==> src/rtl/vending_machine_ctrl.sv <==
// vending_machine_ctrl
//   Vending-machine controller. Credit builds up from three configurable coin
//   values. The item is dispensed automatically once credit reaches PRICE.
//   Change is paid back as one CHANGE_UNIT per cycle. cancel refunds the
//   whole credit.
//
// Ports
//   CLK          clock; all state changes on the rising edge
//   RST          synchronous, active-high reset
//   coin_valid   a coin is presented this cycle
//   coin_sel     coin type 0/1/2 -> COIN0/1/2; 3 is an invalid coin
//   cancel       refund request (honoured only when idle with credit > 0)
//   dispense     one-cycle vend pulse (high while in VEND)
//   change_out   one CHANGE_UNIT returned this cycle (high while in CHANGE)
//   coin_reject  one-cycle pulse: the previous cycle's coin was rejected
//   busy         high in VEND or CHANGE
//   credit       current credit
//   vend_count   total vends, wraps modulo 2**CNT_W
module vending_machine_ctrl #(
  parameter int CREDIT_W    = 8,
  parameter int CNT_W       = 8,
  parameter int PRICE       = 25,
  parameter int COIN0       = 5,
  parameter int COIN1       = 10,
  parameter int COIN2       = 25,
  parameter int CHANGE_UNIT = 5,
  parameter int MAX_CREDIT  = 2**CREDIT_W-1
) (
  input  logic                CLK,
  input  logic                RST,
  input  logic                coin_valid,
  input  logic [1:0]          coin_sel,
  input  logic                cancel,
  output logic                dispense,
  output logic                change_out,
  output logic                coin_reject,
  output logic                busy,
  output logic [CREDIT_W-1:0] credit,
  output logic [CNT_W-1:0]    vend_count
);

  // Parameter sanity. Any of these failing makes the change logic unable to
  // pay back exactly, or the credit register unable to hold MAX_CREDIT.
  if (PRICE % CHANGE_UNIT != 0 || COIN0 % CHANGE_UNIT != 0 ||
      COIN1 % CHANGE_UNIT != 0 || COIN2 % CHANGE_UNIT != 0 ||
      MAX_CREDIT % CHANGE_UNIT != 0) begin : g_bad_unit
    $error("vending_machine_ctrl: values must be multiples of CHANGE_UNIT");
  end
  if (PRICE > MAX_CREDIT) begin : g_bad_price
    $error("vending_machine_ctrl: PRICE exceeds MAX_CREDIT");
  end
  if (MAX_CREDIT >= 2**CREDIT_W) begin : g_bad_max
    $error("vending_machine_ctrl: MAX_CREDIT does not fit in CREDIT_W bits");
  end

  typedef enum logic [1:0] {
    S_ACCEPT = 2'd0,
    S_VEND   = 2'd1,
    S_CHANGE = 2'd2
  } state_t;

  // Sum-width constants for the overflow and threshold compares.
  localparam logic [CREDIT_W:0]   MAX_W   = (CREDIT_W+1)'(MAX_CREDIT);
  localparam logic [CREDIT_W:0]   PRICE_W = (CREDIT_W+1)'(PRICE);
  localparam logic [CREDIT_W:0]   COIN0_W = (CREDIT_W+1)'(COIN0);
  localparam logic [CREDIT_W:0]   COIN1_W = (CREDIT_W+1)'(COIN1);
  localparam logic [CREDIT_W:0]   COIN2_W = (CREDIT_W+1)'(COIN2);
  // Credit-width constants for the subtractions.
  localparam logic [CREDIT_W-1:0] PRICE_N = CREDIT_W'(PRICE);
  localparam logic [CREDIT_W-1:0] UNIT_N  = CREDIT_W'(CHANGE_UNIT);

  state_t              state_q, state_d;
  logic [CREDIT_W-1:0] credit_q, credit_d;
  logic [CNT_W-1:0]    vend_count_q, vend_count_d;
  logic                coin_reject_q, coin_reject_d;

  logic [CREDIT_W:0]   coin_val;
  logic                coin_ok;
  logic [CREDIT_W:0]   credit_sum;

  // Coin decode and the one-bit-wider sum used for the overflow check.
  always_comb begin
    coin_val = '0;
    coin_ok  = 1'b0;
    case (coin_sel)
      2'd0:    begin coin_val = COIN0_W; coin_ok = 1'b1; end
      2'd1:    begin coin_val = COIN1_W; coin_ok = 1'b1; end
      2'd2:    begin coin_val = COIN2_W; coin_ok = 1'b1; end
      default: begin coin_val = '0;      coin_ok = 1'b0; end
    endcase
    credit_sum = {1'b0, credit_q} + coin_val;
  end

  // Next-state logic.
  always_comb begin
    state_d       = state_q;
    credit_d      = credit_q;
    vend_count_d  = vend_count_q;
    coin_reject_d = 1'b0;
    case (state_q)
      S_ACCEPT: begin
        if (cancel && (credit_q != '0)) begin
          // Cancel wins over a coin arriving in the same cycle; the refund
          // covers only the credit already held.
          state_d       = S_CHANGE;
          coin_reject_d = coin_valid;
        end else if (coin_valid) begin
          if (coin_ok && (credit_sum <= MAX_W)) begin
            credit_d = credit_sum[CREDIT_W-1:0];
            if (credit_sum >= PRICE_W) begin
              state_d = S_VEND;
            end
          end else begin
            coin_reject_d = 1'b1;
          end
        end
      end
      S_VEND: begin
        coin_reject_d = coin_valid;
        vend_count_d  = vend_count_q + CNT_W'(1);
        credit_d      = (credit_q >= PRICE_N) ? (credit_q - PRICE_N) : '0;
        state_d       = (credit_d != '0) ? S_CHANGE : S_ACCEPT;
      end
      S_CHANGE: begin
        coin_reject_d = coin_valid;
        if (credit_q > UNIT_N) begin
          credit_d = credit_q - UNIT_N;
        end else begin
          // Last unit of change: saturate at zero and return to idle.
          credit_d = '0;
          state_d  = S_ACCEPT;
        end
      end
      default: begin
        state_d  = S_ACCEPT;
        credit_d = '0;
      end
    endcase
  end

  // ---- register stage ----
  always_ff @(posedge CLK) begin
    if (RST) begin
      state_q       <= S_ACCEPT;
      credit_q      <= '0;
      vend_count_q  <= '0;
      coin_reject_q <= 1'b0;
    end else begin
      state_q       <= state_d;
      credit_q      <= credit_d;
      vend_count_q  <= vend_count_d;
      coin_reject_q <= coin_reject_d;
    end
  end

  // Outputs are flops or a decode of the state flop only.
  assign dispense    = (state_q == S_VEND);
  assign change_out  = (state_q == S_CHANGE);
  assign busy        = (state_q != S_ACCEPT);
  assign coin_reject = coin_reject_q;
  assign credit      = credit_q;
  assign vend_count  = vend_count_q;

endmodule

==> config.mk <==
export PLATFORM = sky130hd
export DESIGN_NAME = vending_machine_ctrl
export DESIGN_NICKNAME = d
export VERILOG_FILES = /design/src/rtl/vending_machine_ctrl.sv
export SDC_FILE = /design/constraint.sdc
export NUM_CORES = 1
export LEC_CHECK = 0
export ABC_CLOCK_PERIOD_IN_PS = 4900
export CORE_ASPECT_RATIO = 0.6
export CORE_MARGIN = 1.5
export CORE_UTILIZATION = 34
export CTS_CLUSTER_SIZE = 10
export DETAILED_ROUTE_END_ITERATION = 16
export HOLD_SLACK_MARGIN = 0.1
export PLACE_DENSITY = 0.56
export REMOVE_ABC_BUFFERS = 1
export SYNTH_ARGS = -nofsm -noshare
export SYNTH_HDL_FRONTEND = slang
export SYNTH_SLANG_ARGS = --single-unit
==> constraint.sdc <==
create_clock -name CLK -period 4.9 [get_ports CLK]
set_input_delay 1.225 -clock CLK [delete_from_list [all_inputs] [get_ports CLK]]
set_output_delay 1.225 -clock CLK [all_outputs]
set_load 0.005 [all_outputs]
* Word level (Yosys, flattened, before mapping)
Cells that the tools add are included.
Storage, ports and cells: word-level logic and storage cells 53, bits in latches 0, register bits after elaboration 19, input bits 6, bits in writable memories 0, memory bits (read-only) 0, memories kept 0
Cells by class: equality and inequality tests 11, multipliers 0, multiplexer cells 19, shifts and indexed selects 0, div/mod/pow operators 0, bitwise logic cells 0, order comparisons 4, reductions and logical operators 11, $add $sub $neg 4
Operators with widths (number):
- $mux 8 | 5
- $pmux 8 s3 | 1
- $reduce_bool 8->1 | 2
- $pmux 5 s3 | 1
- $mux 2 | 6
- $add 8x9->9 | 1
- $ge 9x5->1 const B | 1
- $le 9x8->1 const B | 1
- $ne 3x3->1 const B | 3
- $add 8x1->8 const B | 1
- $ge 8x5->1 const B | 1
- $gt 8x3->1 const B | 1
- $ne 2x2->1 const B | 4
- $sub 8x3->8 const B | 1
- $sub 8x5->8 const B | 1
- $pmux 2 s3 | 1
- $eq 2x1->1 const B | 2
- $eq 2x2->1 const B | 2
- $logic_not 2->1 | 2
- $mux 1 | 4
- $reduce_and 4->1 | 1
- $reduce_and 3->1 | 1
- $reduce_or 3->1 | 1
- $logic_and 1x1->1 | 2
- 3 further kinds | 3

* Longest topological paths before layout
depth in word-level cells 9, mapped depth 10

* Worst setup path after synthesis
OpenSTA, ideal clock, no wires.
kind input-to-reg, from in coin_sel[0], to reg credit_q[4] (netlist: credit[4]), arrival time 3.155 ns, setup time 0.117 ns, stages on the path 10, path buffers 1, required time 4.783 ns, path slack 1.628 ns, cell sequence inv_1 -> ha_1 -> ha_1 -> nor2_1 -> o31ai_1 -> a31oi_1 -> a31oi_2 -> buf_2 -> nor2_1 -> a32o_1
On the way: word-level cells in the longest chain between the ends 7, elaborated cells between the ends (all ways) 15, classes of those cells add/sub: 1; order compare: 1; eq/ne: 3; mux: 6; reduce/logical: 4
RTL lines:
- start, declared | RTL line 32 | input logic [1:0] coin_sel,
- $eq 2x2->1 (tied with other cells) | RTL line 85 | case (coin_sel)
- $pmux 5 s3 | RTL line 85
- $add 8x9->9 | RTL line 91 | credit_sum = {1'b0, credit_q} + coin_val;
- $le 9x8->1 / $mux 8 (equally long branches) | RTL line 108 | if (coin_ok && (credit_sum <= MAX_W)) begin
- $logic_and 1x1->1 / $mux 8 (equally long branches) | RTL line 108, 107
- $ne 2x2->1 (no source line) / $mux 8 (equally long branches)
- $reduce_and 3->1 (no source line) / $pmux 8 s3 (equally long branches)
- end signal, assigned | RTL line 150 | credit_q <= credit_d;
- end, declared | RTL line 73 | logic [CREDIT_W-1:0] credit_q, credit_d;
Parallel ways exist; a longest one is shown, timed or not. The select of a mux whose other input is x is not followed. A chain may end at the register's enable or synchronous reset.

* Worst setup path after layout
from in coin_sel[0], to reg credit_q[0] (netlist: credit[0])
The elaborated chain is that of the path after synthesis.

==> flow_summary.ini <==
[worst_setup_path]
path_class = input port to flip-flop
crit_path_start_kind = input port
path_cells = clkdlybuf4s50_1 > inv_1 > ha_1 > fa_1 > a211oi_1 > o31ai_1 > a31oi_1 > a31oi_2 > or3_1 > a21oi_1
rrSetupSlack_ps = 2020
cpPeakStageDelay_ps = 520
cp-end-kind = flip-flop
reg2reg_from = credit[0]
rr_worst_depth = 8
endpoint = credit[0]
arrival_ps = 4170
path_depth = 10
critical_path.top_delay_family = compound AO/OA/AOI/OAI gates
critPathLaunch = coin_sel[0]
cpMaxStageDelayCell = clkdlybuf4s50_1
cp_data_required_time_ps = 5080
critPathBufInv = 2
cp_max_fo = 14
r2r-end = credit[0]

[timing]
period_minus_slack_ps = 4000
finClkSkew_ps = 2.72
maxSlewViolCount = 0
hold_violations = 0
period_share_pct = 81.5
rsz0062_at_grt = false
worst_slew_pin_slew_ps = 632
relSlewSlack_pct = 57.8
tns_ps = 0
setup_viol = 0
fmax_ghz = 0.250

[cells_and_area]
final_common_cell = clkdlybuf4s50_1
nFillCells = 486
antennaDiodeCount = 0
drive_above_1_share_pct = 5.88
syn_to_final_growth_pct = 19.5
design_area_um2 = 1980
fin_nets = 246
final_cell_mix = clkdlybuf4s50_1, nand2_1, dfxtp_1

[die]
die_area_um2 = 5320
coreArea_um2 = 4640
pin_count = 26
rows = 19
initial_core_util_pct = 35.8
fp.dieH_um = 57.1
fp.dieW_um = 93.2

[route]
first_iter_violations = 160
drc = 0
vias = 1595
drt_first_pass_iters = 5
via_per_inst = 5.62
drt_wl_total_um = 4570
wire_per_inst_um = 16.1
final_antenna_net_count = 0

[placement]
place_hpwl_um = 3500
place.gp.congestion = 0.902
numPortBuffers = 25
placed_area_um2 = 1940

[yosys]
yosysSeqAreaShare_pct = 22.9
async_reset_ff_share_pct = 0
ys_types = 58
yosys_warnings = 0
synthFlopType = dfxtp_1
synth_area_um2 = 1660
synth-seq-cells = 19
synth.avg_cell_area_um2 = 8.17
synth_cells = 203
synth-edff-count = 0

[flow_run]
drv_cap = 0

[power]
leakage_nw = 0.789
vdd_drop_max_mv = 0.263
totalPowerFinal_mw = 1.10
power_density_nw_per_um2 = 554

[clock_network]
cts.sinks = 19
cts_buffer_depth = 2
ctsHoldBuffers = 0
cts.clk_slew.worst_paths_ps = 60
post-cts-setup-buffer-count = 0
clkLatencyLatePin_ps = 250
cts_resized = 0
cts_tree = yes
clockRootBuffer = clkbuf_8
cts_made_buffers = 3
h-tree-depth = 1

[global_route]
grt_pass1_wl_um = 7310
antenna_found_initial = 0
grt_pass1_vias = 1377
grt_max_degree = 18
overflow = 0
track_usage_pct = 18.0

[worst_hold_path]
hold_class = flip-flop to flip-flop

[outcome]
outcome = finished, final reports clean
-- power breakdown --
| part | switching, mW | internal, mW | total [mW] |
|---|---|---|---|
| clock network | 0.0494 | 0.0578 | 0.107 |
| registers | 0.0831 | 0.190 | 0.273 |
| logic | 0.389 | 0.329 | 0.718 |
-- area by class of cell --
type / count / area, um2 / share of cell area [%]
multi-input cells: 162 / 1190 / 59.9
inverters: 11 / 41.3 / 2.08
well taps: 63 / 78.8 / 3.97
clock buffers: 4 / 45.0 / 2.27
repair buffers: 25 / 250 / 12.6
flip-flops and latches: 19 / 380 / 19.2
-- sequential cells by signal (all words and copies together) (netlist names) --
register     flops
state_q          2
vend_count       8
coin_reject      1
credit           8
-- cells in the mapped netlist, types with 3 or more instances --
library cell	number	share of area (%)
ha_1	17	13
clkbuf_1	6	1.4
o21ai_0	6	1.8
or3_1	3	1.1
xor2_1	7	3.7
buf_2	4	1.2
xnor2_1	6	3.2
a31oi_1	4	1.5
nand4_1	3	1.1
dfxtp_1	19	23
inv_1	11	2.5
a21oi_1	14	4.2
nand2_1	20	4.5
a32o_1	5	3.0
nand3_1	3	0.90
nor2_1	17	3.8
nor3_1	6	1.8
-- metal layers --
metal,share of wire (%),GRT usage [%]
met2,36,21.9
met3,8.5,4.27
met4,0.28,2.60
met1,55,30.9
met5,0,0
-- how the worst min path moves through the flow --
stage               cells past startpoint  slack (ps)             to     startpoint
CTS                                     2         500  vend_count[7]  vend_count[7]
global route                            2         520  vend_count[7]  vend_count[7]
floorplan                               2         470  vend_count[7]  vend_count[7]
finish                                  2         500  vend_count[7]  vend_count[7]
detailed placement                      2         490  vend_count[7]  vend_count[7]
global placement                        2         490  vend_count[7]  vend_count[7]
-- per-stage QoR --
step           setup WS, ps  utilization [%]  instances  hold slack (ps)
5_1_grt                 689             42.8        284              521
4_1_cts                 940             42.8        284              497
3_3_place_gp            734             41.8        280              486
3_5_place_dp            683             41.8        280              486
6_report                904             42.8        284              497
2_1_floorplan          1530                -        192              468
-- kinds of logic after synthesis --
family | Yosys count | share of synthesized area [%]
simple gates | 68 | 20.2
xor+xnor | 13 | 6.86
compound gates | 61 | 29.3
fa+ha+maj | 18 | 14.0
mux | 2 | 1.21
buf+inv | 22 | 5.51
flops | 19 | 22.9
-- tightest hold or removal path: stages (launching register included) --
cell,delay [ps]
dfxtp_1,320
o21ai_0,70
a21oi_1,60
(Power assumes the default switching activity.)
